## config.mk

```make
export PLATFORM = sky130hd
export DESIGN_NAME = ppu_out_buffer
export DESIGN_NICKNAME = d
export VERILOG_FILES = /design/src/rtl/ppu_out_buffer.sv
export SDC_FILE = /design/constraint.sdc
export NUM_CORES = 1
export LEC_CHECK = 0
export ABC_AREA = 1
export CAP_MARGIN = 20
export CORE_ASPECT_RATIO = 1.1
export CORE_MARGIN = 2
export CORE_UTILIZATION = 45
export CTS_CLUSTER_DIAMETER = 80
export DETAILED_ROUTE_END_ITERATION = 12
export PLACE_DENSITY = 0.71
export SLEW_MARGIN = 20
export SYNTH_ARGS = -nofsm -noshare
export SYNTH_HDL_FRONTEND = slang
export SYNTH_SLANG_ARGS = --single-unit
```

## constraint.sdc

```tcl
create_clock -name clk -period 8.8 [get_ports clk]
set_clock_uncertainty 0.1 [all_clocks]
set_input_delay 1.32 -clock clk [delete_from_list [all_inputs] [get_ports clk]]
set_output_delay 1.32 -clock clk [all_outputs]
set_load 0.005 [all_outputs]
```

## src/rtl/ppu_out_buffer.sv

```systemverilog
// PPU output FIFO draining int8 vectors to the activation SRAM write port, one row per cycle.
// Optional build macro OBUF_OVF_CNT_EN adds a saturating dropped-vector counter o_drop_cnt.
`ifndef ARRAY_COL
`define ARRAY_COL 4
`endif

module ppu_out_buffer #(
  parameter int DEPTH  = 8,
  parameter int ADDR_W = 16
) (
  input  logic                       clk,
  input  logic                       rst_n,
  input  logic                       i_start,
  input  logic [ADDR_W-1:0]          cfg_base_addr,
  input  logic [ADDR_W-1:0]          cfg_num_rows,
  input  logic                       i_valid,
  input  logic [`ARRAY_COL*8-1:0]    i_data_vec,
  output logic                       o_wr_en,
  input  logic                       i_wr_ready,
  output logic [ADDR_W-1:0]          o_wr_addr,
  output logic [`ARRAY_COL*8-1:0]    o_wr_data,
  output logic                       o_busy,
  output logic                       o_done,
  output logic                       o_overflow,
  output logic [$clog2(DEPTH):0]     o_level
`ifdef OBUF_OVF_CNT_EN
  ,
  output logic [15:0]                o_drop_cnt
`endif
);

  localparam int DW = `ARRAY_COL * 8;
  localparam int PW = $clog2(DEPTH);

  typedef enum logic [1:0] {
    IDLE  = 2'd0,
    RUN   = 2'd1,
    DRAIN = 2'd2,
    DONE  = 2'd3
  } state_t;

  state_t            state;
  state_t            state_nxt;

  logic [ADDR_W-1:0] base_addr;
  logic [ADDR_W-1:0] num_rows;
  logic [ADDR_W-1:0] accepted;
  logic [ADDR_W-1:0] written_idx;
  logic              overflow;

  logic [PW:0]       wptr;
  logic [PW:0]       rptr;
  logic [PW:0]       level;
  logic [PW-1:0]     widx;
  logic [PW-1:0]     ridx;

  // Each entry carries the row index it was accepted as, so rows dropped
  // while full are skipped in the address sequence rather than shifting it.
  logic [DW-1:0]     mem_data [DEPTH];
  logic [ADDR_W-1:0] mem_tag  [DEPTH];
  logic [ADDR_W-1:0] head_tag;

  logic              full;
  logic              empty;
  logic              start;
  logic              take;
  logic              push;
  logic              drop;
  logic              wr_en;
  logic              pop;

`ifdef OBUF_OVF_CNT_EN
  logic [15:0]       drop_cnt;

  function automatic logic [15:0] sat_inc16(input logic [15:0] v);
    return (v == 16'hFFFF) ? v : v + 16'd1;
  endfunction
`endif

  assign widx     = wptr[PW-1:0];
  assign ridx     = rptr[PW-1:0];
  assign level    = wptr - rptr;
  assign empty    = (wptr == rptr);
  assign full     = (wptr[PW] != rptr[PW]) && (widx == ridx);
  assign head_tag = mem_tag[ridx];

  assign start = (state == IDLE) && i_start;
  // Full is judged before any same-cycle pop: a full FIFO never takes a push.
  assign take  = (state == RUN) && i_valid && (accepted < num_rows);
  assign push  = take && !full;
  assign drop  = take && full;
  assign wr_en = ((state == RUN) || (state == DRAIN)) && !empty;
  assign pop   = wr_en && i_wr_ready;

  always_comb begin
    state_nxt = state;
    case (state)
      IDLE: begin
        if (i_start) begin
          state_nxt = (cfg_num_rows == '0) ? DONE : RUN;
        end
      end
      RUN: begin
        if (take && ((accepted + ADDR_W'(1)) == num_rows)) begin
          state_nxt = DRAIN;
        end
      end
      DRAIN: begin
        if (empty || (pop && (level == (PW+1)'(1)))) begin
          state_nxt = DONE;
        end
      end
      DONE: begin
        state_nxt = IDLE;
      end
      default: begin
        state_nxt = IDLE;
      end
    endcase
  end

  always_ff @(posedge clk or negedge rst_n) begin
    if (!rst_n) begin
      state <= IDLE;
    end else begin
      state <= state_nxt;
    end
  end

  always_ff @(posedge clk or negedge rst_n) begin
    if (!rst_n) begin
      base_addr   <= '0;
      num_rows    <= '0;
      accepted    <= '0;
      written_idx <= '0;
      overflow    <= 1'b0;
      wptr        <= '0;
      rptr        <= '0;
    end else begin
      if (start) begin
        base_addr   <= cfg_base_addr;
        num_rows    <= cfg_num_rows;
        accepted    <= '0;
        written_idx <= '0;
        overflow    <= 1'b0;
      end
      if (take) begin
        accepted <= accepted + ADDR_W'(1);
      end
      if (drop) begin
        overflow <= 1'b1;
      end
      if (push) begin
        wptr <= wptr + (PW+1)'(1);
      end
      if (pop) begin
        rptr        <= rptr + (PW+1)'(1);
        written_idx <= head_tag + ADDR_W'(1);
      end
    end
  end

`ifdef OBUF_OVF_CNT_EN
  always_ff @(posedge clk or negedge rst_n) begin
    if (!rst_n) begin
      drop_cnt <= '0;
    end else if (start) begin
      drop_cnt <= '0;
    end else if (drop) begin
      drop_cnt <= sat_inc16(drop_cnt);
    end
  end

  assign o_drop_cnt = drop_cnt;
`endif

  // Storage carries no reset; validity is tracked solely by the pointers.
  always_ff @(posedge clk) begin
    if (push) begin
      mem_data[widx] <= i_data_vec;
      mem_tag[widx]  <= accepted;
    end
  end

  assign o_wr_en    = wr_en;
  assign o_wr_data  = wr_en ? mem_data[ridx] : '0;
  assign o_wr_addr  = base_addr + (wr_en ? head_tag : written_idx);
  assign o_busy     = (state == RUN) || (state == DRAIN);
  assign o_done     = (state == DONE);
  assign o_overflow = overflow;
  assign o_level    = level;

endmodule

```

==> summary.md <==
| Metric | Value |
|---|---|
| Post-synth top cells | `edfxtp_1, nand2_1, nor2_1` |
| Deepest clock path buffer count | `3` |
| Post-synth top area cell | `edfxtp_1` |
| Slowest cell on crit path | `inv_4` |
| Register area share after synthesis | `65.7%` |
| Die Y | `227 um` |
| Clock Pin Slew Worst Setup and Hold Paths | `0.06 ns` |
| N_diodes | `0` |
| Largest net degree at the start of global routing | `116` |
| Post-synth ARST share | `16.3%` |
| Post-route cell area | `23600 um2` |
| Crit. End Element | `output pin` |
| Worst Max-Slew Pin Slew | `1.07 ns` |
| Post-CTS sizing | `0` |
| Launching point of the worst reg2reg path | `accepted[7]` |
| Filler cells | `3771` |
| Path depth of the worst reg2reg path | `13` |
| Post-synth EDFFs | `384` |
| Row cnt | `81` |
| CTS tree | `done` |
| Critical path class | `flip-flop to output pin` |
| Gate Count Post-Synth | `1813` |
| Post-Syn Area | `20400 um2` |
| Nets | `2026` |
| Post CTS Setup Buffer Count | `0` |
| # port buffers | `124` |
| Cell Pwr Density | `369 nW/um2` |
| Hold Path Cell Cnt | `2` |
| WL final | `48.0 mm` |
| CTS Hold Buffers Added | `0` |
| Mean post-synth cell area | `11.3 um2` |
| Grt ovf | `0` |
| CP max FO | `91` |
| Hpwl dp | `27.2 mm` |
| WP data required | `7.38 ns` |
| Initial Util | `45.8%` |
| H-tree Lvls | `2` |
| Status | `finished clean` |
| Drt drc | `0` |
| Max Clock Freq | `0.139 GHz` |
| Die X | `207 um` |
| Min-delay worst type | `flip-flop to flip-flop` |
| Reg2Reg Setup Slack | `4.75 ns` |
| Setup-failing EPs final | `0` |
| Hold EP | `written_idx[3]` |
| Cell at the root of the clock tree | `clkbuf_16` |
| Setup crit start | `rptr[0]` |
| R2R Path End | `mem_data[7][7]` |
| Yosys top cell area share | `56.5%` |
| Global-route wire length before repair | `74.9 mm` |
| Area of the core | `44600 um2` |
| Pwr Total | `8.72 mW` |
| Synth area leaders | `edfxtp_1, dfrtp_1, o21ai_0, nand2_1, nor2_1` |
| Net Count, Synth | `1927` |
| Final setup TNS | `0 ns` |
| Final ANT Viol Nets | `0` |
| YS warnings | `0` |
| Tot GR Track Use | `20.3%` |
| Period utilization | `81.6%` |
| Top delay family on crit path | `buffers and inverters` |
| # IOs | `125` |
| Vias | `14200` |
| CTS Buf Count | `47` |
| Most common cell in the synthesized netlist | `edfxtp_1` |
| Post-synth top flop | `edfxtp_1` |
| WL/cell | `19.0 um` |
| Final max-slew violation count | `0` |
| Dpl ws | `2.22 ns` |
| Crit-path cells | `inv_4 -> buf_4 -> o21ai_0 -> nand2_1 -> inv_1 -> nand2_1 -> o21ai_0 -> o21ai_0 -> ha_1 -> nand2_1 -> inv_1 -> a21oi_1 -> o21ai_0 -> inv_1 -> nor2_1 -> nor2_1 -> a21oi_1 -> nand2_1 -> nand2_1 -> nand2_1 -> nand2_1 -> clkdlybuf4s50_1` |
| Register bit total from synthesis | `459` |
| Vias/cell | `5.60` |
| Post-DP Area | `22100 um2` |
| MaxCap Viol Count | `0` |
| Slew HR | `28.7%` |
| Leakage | `8.68 nW` |
| Finished Core Util | `53.0%` |
| Area Overhead vs Synth | `15.7%` |
| Clock latency on the worst-skew pair | `0.58 ns` |
| Worst setup margin | `1.62 ns` |
| Worst path bufs/invs | `6` |
| GPL Wtd Cong | `0.900` |
| Most frequent CP cell | `nand2_1` |
| Crit path time final | `7.18 ns` |
| RSZ-0062 raised after global routing | `no` |
| Crit start category | `flip-flop` |
| Number of library cell types mapped by synthesis | `46` |
| VDD IR max | `0.281 mV` |
| Hold_sp | `written_idx[3]` |
| Fraction of layout cells with a size suffix above 1 | `9.34%` |
| Worst EP arrival | `5.76 ns` |
| Number of global-route vias before repair | `14000` |
| DRT iter0 DRCs | `1273` |
| Die footprint | `47100 um2` |
| Initial antenna violation count | `0` |
| Max stage delay on crit path | `0.83 ns` |
| CTS sink cnt | `459` |
| Final Hold Viols | `0` |
| Router iterations before antenna repair | `5` |
==> sequential cells by signal (all words and copies together), names as in the netlist <==
signal       cells
mem_data       256
o_overflow       1
num_rows        16
accepted        16
written_idx     16
mem_tag        128
rptr             4
wptr             4
base_addr       16
state            2
==> power by group <==
group	switching (mW)	internal (mW)
clock network	0.816	1.15
registers	0.221	2.63
logic	2.26	1.65
total	3.30	5.42
==> per-layer routing <==
metal | global-route usage, % | vias to the layer above | part of all wire (%)
met5 | 0 | - | 0
met4 | 6.31 | 0 | 2.3
met3 | 3.05 | 81 | 6.3
met2 | 35.8 | 520 | 50
met1 | 26.0 | 6916 | 42
li1 | - | 6651 | -
==> area by class of cell <==
type                       count  area, um2  area share, %
inverter                     102        385           1.63
clock buffer                  62       1280           5.44
clock inverter                24        235          0.996
tap                          581        727           3.08
multi-input combinational   1160       6200           26.3
timing repair buffer         142       1370           5.82
sequential                   459      13400           56.8
==> worst register-to-register path, stage by stage (launching register included) <==
cell and delay, ns:
dfrtp_1 0.67, ha_1 0.35, nand2_1 0.09, nor2_1 0.05, nor3_1 0.13, nand2_1 0.09
nand2_1 0.06, nand2_1 0.08, nor2_4 0.24, nand2_1 0.13, inv_2 0.10, nand2_1 0.21
nor2_4 0.77, buf_4 0.60
==> kinds of logic after synthesis <==
| logic type | share of synthesized area [%] |
|---|---|
| AO/OA/AOI/OAI | 12.5 |
| XOR/XNOR | 1.14 |
| multiplexers | 0.0490 |
| flip-flops | 65.7 |
| AND/OR/NAND/NOR | 13.6 |
| buffers and inverters | 4.23 |
| adder cells (fa/ha/maj) | 2.83 |
==> how the worst max path moves through the flow <==
stage | end | slack, ns | cells past startpoint
finish | o_wr_addr[13] | 1.62 | 22
global route | o_wr_addr[13] | 1.0 | 22
CTS | o_wr_addr[13] | 1.58 | 22
detailed placement | o_wr_addr[12] | 2.22 | 18
global placement | o_wr_addr[12] | 2.31 | 18
floorplan | mem_data[4][0] | 2.99 | 12
==> through the flow <==
stage          cells  hold WS (ns)
5_1_grt         2530         0.412
3_5_place_dp    2444         0.371
2_1_floorplan   1813         0.349
3_3_place_gp    2444         0.363
6_report        2530         0.385
4_1_cts         2530         0.389
==> layout by cell type (no fill, tap or decap), types with 4 or more instances in the layout <==
| cell | count |
|---|---|
| a21oi_1 | 29 |
| a31oi_1 | 4 |
| buf_4 | 19 |
| bufinv_16 | 4 |
| clkbuf_1 | 12 |
| clkbuf_16 | 49 |
| clkdlybuf4s50_1 | 123 |
| clkinv_1 | 7 |
| clkinv_2 | 9 |
| dfrtp_1 | 72 |
| edfxtp_1 | 384 |
| ha_1 | 43 |
| inv_1 | 94 |
| inv_2 | 7 |
| nand2_1 | 302 |
| nand3_1 | 59 |
| nand4_1 | 9 |
| nor2_1 | 249 |
| nor2_2 | 5 |
| nor2_4 | 9 |
| nor3_1 | 38 |
| nor4_1 | 4 |
| o21ai_0 | 237 |
| o21ai_1 | 33 |
| o21ai_2 | 8 |
| o221a_1 | 13 |
| o221a_2 | 51 |
| o22ai_1 | 15 |
| xnor2_1 | 7 |
| xor2_1 | 17 |
Note: power is estimated with default switching activity, not from simulation.
